--- config.mk ---
export PLATFORM = sky130hd
export DESIGN_NAME = bitbrick_serial_mult
export DESIGN_NICKNAME = d
export VERILOG_FILES = /design/src/rtl/bitbrick_serial_mult.sv
export SDC_FILE = /design/constraint.sdc
export NUM_CORES = 1
export LEC_CHECK = 0
export CORE_MARGIN = 2
export CORE_UTILIZATION = 25
export DETAILED_ROUTE_END_ITERATION = 12
export PLACE_DENSITY_LB_ADDON = 0.15
export SKIP_CTS_REPAIR_TIMING = 1
export SLEW_MARGIN = 10
export SYNTH_ARGS = -nofsm -noshare
export SYNTH_HDL_FRONTEND = slang
export SYNTH_SLANG_ARGS = --single-unit
--- constraint.sdc ---
create_clock -name clk -period 17.8 [get_ports clk]
set_clock_uncertainty 0.2 [all_clocks]
set_input_delay 3.56 -clock clk [delete_from_list [all_inputs] [get_ports clk]]
set_output_delay 3.56 -clock clk [all_outputs]
set_load 0.03 [all_outputs]
--- src/rtl/bitbrick_serial_mult.sv ---
// Digit-serial WIDTH x WIDTH multiplier built from 2-bit bitbrick steps, with
// per-operand signedness, an optional running accumulator and valid/ready on both sides.
//
// state | meaning
// IDLE  | waiting for an operand request (in_ready=1)
// CALC  | one bitbrick partial product per cycle, N*N cycles
// DONE  | product held on p/acc until out_ready (out_valid=1)
module bitbrick_serial_mult #(
    parameter int WIDTH     = 8,
    parameter int ACC_WIDTH = 2*WIDTH+8
) (
    input  logic                   clk,
    input  logic                   nrst,
    input  logic                   in_valid,
    output logic                   in_ready,
    input  logic [WIDTH-1:0]       a,
    input  logic [WIDTH-1:0]       b,
    input  logic                   a_signed,
    input  logic                   b_signed,
    input  logic                   acc_en,
    input  logic                   acc_clr,
    output logic                   out_valid,
    input  logic                   out_ready,
    output logic [2*WIDTH-1:0]     p,
    output logic [ACC_WIDTH-1:0]   acc
);

    localparam int N  = WIDTH/2;
    localparam int CW = (N > 1) ? $clog2(N) : 1;
    localparam int PW = 2*WIDTH;
    localparam logic [CW-1:0] LAST = CW'(N-1);

    typedef enum logic [1:0] {IDLE, CALC, DONE} state_t;

    state_t               state;
    logic [WIDTH-1:0]     a_q;
    logic [WIDTH-1:0]     b_q;
    logic                 as_q;
    logic                 bs_q;
    logic                 ae_q;
    logic                 ac_q;
    logic [CW-1:0]        i_q;
    logic [CW-1:0]        j_q;
    logic [PW-1:0]        psum;

    logic [1:0]           da;
    logic [1:0]           db;
    logic signed [2:0]    sa;
    logic signed [2:0]    sb;
    logic signed [5:0]    prod;
    logic [PW+5:0]        prod_ext;
    logic [PW+5:0]        shifted;
    logic [CW:0]          dsum;
    logic [PW-1:0]        sum_next;
    logic [ACC_WIDTH-1:0] p_ext;
    logic                 last_step;

    always_comb begin
        da        = 2'(a_q >> {i_q, 1'b0});
        db        = 2'(b_q >> {j_q, 1'b0});
        // only the top digit of a signed operand carries the sign weight
        sa        = {as_q && (i_q == LAST) && da[1], da};
        sb        = {bs_q && (j_q == LAST) && db[1], db};
        prod      = sa * sb;
        prod_ext  = {{PW{prod[5]}}, prod};
        dsum      = {1'b0, i_q} + {1'b0, j_q};
        shifted   = prod_ext << {dsum, 1'b0};
        sum_next  = psum + shifted[PW-1:0];
        last_step = (i_q == LAST) && (j_q == LAST);
        p_ext     = {ACC_WIDTH{(as_q | bs_q) & sum_next[PW-1]}};
        p_ext[PW-1:0] = sum_next;
    end

    always_ff @(posedge clk) begin
        if (!nrst) begin
            state     <= IDLE;
            in_ready  <= 1'b1;
            out_valid <= 1'b0;
            p         <= '0;
            acc       <= '0;
            i_q       <= '0;
            j_q       <= '0;
            psum      <= '0;
            a_q       <= '0;
            b_q       <= '0;
            as_q      <= 1'b0;
            bs_q      <= 1'b0;
            ae_q      <= 1'b0;
            ac_q      <= 1'b0;
        end else begin
            case (state)
                IDLE: begin
                    if (in_valid) begin
                        a_q      <= a;
                        b_q      <= b;
                        as_q     <= a_signed;
                        bs_q     <= b_signed;
                        ae_q     <= acc_en;
                        ac_q     <= acc_clr;
                        psum     <= '0;
                        i_q      <= '0;
                        j_q      <= '0;
                        state    <= CALC;
                        in_ready <= 1'b0;
                    end
                end
                CALC: begin
                    psum <= sum_next;
                    if (last_step) begin
                        p <= sum_next;
                        if (ae_q) begin
                            acc <= ac_q ? p_ext : acc + p_ext;
                        end
                        i_q       <= '0;
                        j_q       <= '0;
                        state     <= DONE;
                        out_valid <= 1'b1;
                    end else if (j_q == LAST) begin
                        j_q <= '0;
                        i_q <= i_q + 1'b1;
                    end else begin
                        j_q <= j_q + 1'b1;
                    end
                end
                DONE: begin
                    if (out_ready) begin
                        state     <= IDLE;
                        out_valid <= 1'b0;
                        in_ready  <= 1'b1;
                    end
                end
                default: begin
                    state     <= IDLE;
                    out_valid <= 1'b0;
                    in_ready  <= 1'b1;
                end
            endcase
        end
    end

endmodule

# Yosys cells after proc, flatten, opt, wreduce, memory -nomap -nowiden

Index checks and enable logic that the tools add are counted.

Bits in registers: 84
Input bits: 24
Logic and storage cells: 70

Add/sub/neg operators: 5
Multiply operators: 1
Equal/unequal tests: 8
Shift-type cells: 3
Muxes and demuxes: 20
Bitwise operators: 4
Reductions and logical operators: 15

Operators by type and width:

| operator                                                        | number |
|---|---|
| 16-bit case mux with 2 select lines                             | 1 |
| 24-bit adder                                                    | 1 |
| 24-bit two-way mux                                              | 1 |
| 22-bit by 4-bit left shift with 16-bit output                   | 1 |
| 16-bit adder                                                    | 1 |
| 16-bit two-way mux                                              | 1 |
| 2-bit two-way mux                                               | 8 |
| 8-bit by 3-bit right shift with 2-bit output                    | 2 |
| 3-bit AND reduction                                             | 5 |
| 2-bit case mux with 2 select lines                              | 2 |
| 2-bit == test, second input constant                            | 3 |
| 3-bit by 3-bit multiplier with 6-bit output                     | 1 |
| 2-bit != test, second input constant                            | 3 |
| 1-bit case mux with 3 select lines                              | 2 |
| 2-bit case mux with 3 select lines                              | 1 |
| 2-bit AND reduction                                             | 3 |
| 1-bit logical AND                                               | 5 |
| 2-bit by 1-bit adder with 2-bit output, second input constant   | 2 |
| 1-bit two-way mux                                               | 4 |
| 2-bit by 2-bit adder with 3-bit output                          | 1 |
| 3-bit != test, second input constant                            | 1 |
| 2-bit by 1-bit == test with 1-bit output, second input constant | 1 |
| 2-bit logical NOT                                               | 1 |
| 1-bit inverter                                                  | 2 |
| 3 further kinds                                                 | 3 |

# Depth between registers and ports, before layout

Depth after elaboration: 9
Mapped depth: 30
Gate-level depth less buffers: 30

# Least setup slack after synthesis

OpenSTA, ideal clock, no wires.

Kind: reg-to-reg
Start: reg j_q[0]
End: reg acc[22]
Arrival time: 6.632 ns
Data required time: 17.514 ns
Path slack: 10.882 ns
Stages on the path, launching flop included: 29
Buffers on the path: 0
Period minus slack after synthesis: 6.918 ns
Path through: dfxtp_1 mux4_2 and2_1 nand3_1 inv_1 fa_1 ha_1 ha_1 fa_1 xnor2_1 xnor2_2 nor2b_1 nor3_1 a211oi_1 ha_1 o21ai_1 a21oi_2 a211oi_2 o21bai_1 a21oi_1 xnor2_1 ha_1 a211o_1 a2111o_1 nand3_1 o21ai_2 a31oi_1 mux2_1 a221oi_2

Elaborated cells on any way between the ends: 13

RTL lines:

| what                                                                                                | RTL line | text |
|---|---|---|
| from (decl)                                                                                         | 43       | `logic [CW-1:0] j_q;` |
| from (signal assigned)                                                                              | 122      | `j_q <= j_q + 1'b1;` |
| parallel branches: the longest is 4 deep, another holds 3-bit by 3-bit multiplier with 6-bit output | n/a      |  |
| 22-bit by 4-bit left shift with 16-bit output (*)                                                   | 67       | `shifted = prod_ext << {dsum, 1'b0};` |
| 16-bit adder (*)                                                                                    | 68       | `sum_next = psum + shifted[PW-1:0];` |
| net p_ext[13]                                                                                       | 55       | `logic [ACC_WIDTH-1:0] p_ext;` |
| 24-bit adder (*)                                                                                    | 112      | `acc <= ac_q ? p_ext : acc + p_ext;` |
| 24-bit two-way mux (*)                                                                              | 112      |  |
| to (signal assigned)                                                                                | 112      |  |
| to (decl)                                                                                           | 25       | `output logic [ACC_WIDTH-1:0] acc` |

Mark *: on every way through the listed nets, which the timed path passes.
A chain may end at the register's enable or synchronous reset.

# Worst setup path after layout

Ends and elaborated chain as after synthesis.

==> qor.csv <==
metric;value;unit
slew_headroom;37.24;%
p_sw;110.3;uW
crit_path_end_kind;register;
synthMuxAreaShare;3.285;%
routed_wl;17050;um
gr-usage-met2;22.75;%
crit_path_start;j_q[0]$_SDFFE_PN0P_;
grt_max_degree;93;
die_x;157.7;um
cts_tree;done;
peakVddDrop;0.00003918;V
hold_viol;0;
post-route-min-period;7.762;ns
ys_ff_latch;84;
pwr_density_cell;60.26;nW/um2
ant_nets;0;
yosysMostFrequentCell;nand2_1;
gr-usage-met1;19.71;%
nNetsFinal;845;
pwr-share-comb;7.3;%
critPathRequiredTime;17.87;ns
synth_flop_cell;dfxtp_1;
synth_nets;799;
cpMostUsedCell;ha_1;
fin_tns_setup;0;ns
drtPass1Iterations;4;
min_path_type;register to register;
cts_buffers;9;
final_area;7192;um2
yosys.area_share.simple;18.23;%
antenna_found_initial;0;
fin_util;30.82;%
cp_num_buf_inv;2;
place.gp.congestion;0.8407;
internal-power;323.1;uW
cts-root-buf;clkbuf_16;
syn_inst;718;
clk_pin_slew;0.07;ns
grt-ovfl-total;0;
hpwl;12430;um
grt_busiest_layer;met2;
pwr-share-clk;47.9;%
p_total;433.4;uW
status;completed;
netlist_top_cells_area;dfxtp_1, ha_1, nand2_1;
cts_sinks;84;
avgRoutedWirePerCell;15.67;um
setup_viol;0;
start_util;25.30;%
ys_types;65;
reg2reg_from;j_q[0]$_SDFFE_PN0P_;
crit_family;compound AO/OA/AOI/OAI gates;
seq_area_frac_synth;28.49;%
timing_worst_setup_path_type;register to register;
placed_cell_area;6865;um2
layout-area-overhead-vs-synth;21.83;%
fill_cells;2469;
drc;0;
avgSynthCellArea;8.222;um2
synth_compound_gate_area_share;27.74;%
slowest_stage;mux4_2;
vias;5239;
max_cap_viol_count;0;
reg2reg_to;acc[22]$_SDFFE_PN0P_;
grt_use_met3;2.327;%
antenna-diode-count;0;
cts_max_level;3;
cp_max_fo;7;
synth_top_cells_by_count;nand2_1, dfxtp_1, ha_1;
startpoint_type;register;
core;23330;um2
slew_viol_final;0;
leakage;0.002998;uW
synth-xor-area-share;5.320;%
min_from;p[5]$_SDFFE_PN0P_;
tightestPinTransition;0.9388;ns
synth_fa_ha_area_share;12.97;%
detail_route.vias_per_cell;4.815;
track_usage;14.24;%
rr_worst_depth;28;
synth-async-reset-ratio;0;%
fp.dieH;157.7;um
die-area;24860;um2
swShare;25.45;%
arrival;7.83;ns
rrSetupSlack;10.04;ns
post-route-period-util;43.60;%
layout-drive-gt1-share;6.762;%
whs;0.2656;ns
clock_latency;0.35;ns
critPathMaxStageDelay;0.58;ns
drtIter0Drc;276;
synth_warnings;0;
synth_area_leader_cell;dfxtp_1;
hold_depth;2;
whs_endpoint;p[5]$_SDFFE_PN0P_;
rows;56;
yosysTopAreaCellShare;28.49;%
grt_pass1_vias;5135;
port_buffers;65;
syn_area;5903;um2
ioPinCount;66;
synth_top_family_by_area;compound AO/OA/AOI/OAI gates;
clockBufferDepth;2;
grt_setup_unrepaired;no;
grt_first_pass_wirelength;27760;um
pwr-share-seq;44.8;%
synth_edf_count;0;
fmaxAchievable;128.8;MHz
## final cells by class
class	instances	area, um2	area share (%)
flip-flops and latches	84	1682	23.38
multi-input cells	573	3999	55.60
well taps	319	399.1	5.550
inverters	23	86.33	1.200
repair buffers	73	705.7	9.812
clock inverters	5	67.56	0.9395
clock buffers	11	252.7	3.514
## power groups by stage
stage	Combinational [uW]	Clock [uW]	Sequential (uW)
2_1_floorplan	19.9	0	198
3_3_place_gp	32.7	0	199
3_5_place_dp	32.4	0	199
4_1_cts	32.5	215	194
5_1_grt	35.5	224	195
6_report	31.8	207	194
## sequential cells by signal (all words and copies together) (netlist names)
register   cells
bs_q           1
ac_q           1
i_q            2
out_valid      1
in_ready       1
ae_q           1
as_q           1
psum          16
b_q            8
j_q            2
state          2
p             16
a_q            8
acc           24
## worst max-delay path by stage
stage	endpoint	cells after the start
after floorplan	acc[22]$_SDFFE_PN0P_	28
after detailed placement	acc[22]$_SDFFE_PN0P_	28
final	acc[22]$_SDFFE_PN0P_	28
after CTS	acc[22]$_SDFFE_PN0P_	28
after global routing	acc[22]$_SDFFE_PN0P_	28
after global placement	acc[22]$_SDFFE_PN0P_	28
## cell usage in the layout (no fill, tap or decap), types with 22 or more instances in the layout
| cell | n |
|---|---|
| dfxtp_1 | 84 |
| nand3_1 | 31 |
| a21o_1 | 22 |
| o21ai_0 | 32 |
| nand2_1 | 115 |
| clkdlybuf4s50_1 | 64 |
| a21boi_0 | 49 |
| a21oi_1 | 39 |
| nor2_1 | 41 |
| inv_1 | 22 |
| ha_1 | 50 |
## worst reg2reg max path: cells and delay by family (launching register included)
family | cells | cell delay (ns)
AOI/OAI and AO/OA | 10 | 2.11
xor gates and xnor gates | 3 | 0.81
buffers and inverters | 2 | 0.19
muxes | 2 | 0.93
DFF | 1 | 0.50
and+or+nand+nor | 5 | 0.86
adders and majority gates | 6 | 2.07
## routing by layer
metal / wire (um) / vias up
met3: 391 / 12
met4: 172 / 0
met1: 8664 / 2503
li1: - / 2669
met2: 7827 / 55
met5: 0 / -
## stage by stage
step	setup WS (ns)	instances
after global routing	9.375	1088
after floorplan	10.88	718
after detailed placement	10.07	1072
final	10.04	1088
after CTS	10.03	1088
after global placement	10.07	1072
## cell families after synthesis
group | after synthesis
fa+ha+maj | 57
buf+inv | 61
compound gates | 230
flops | 84
xor+xnor | 35
simple gates | 238
mux | 13
Note: power is estimated with default switching activity, not from simulation.
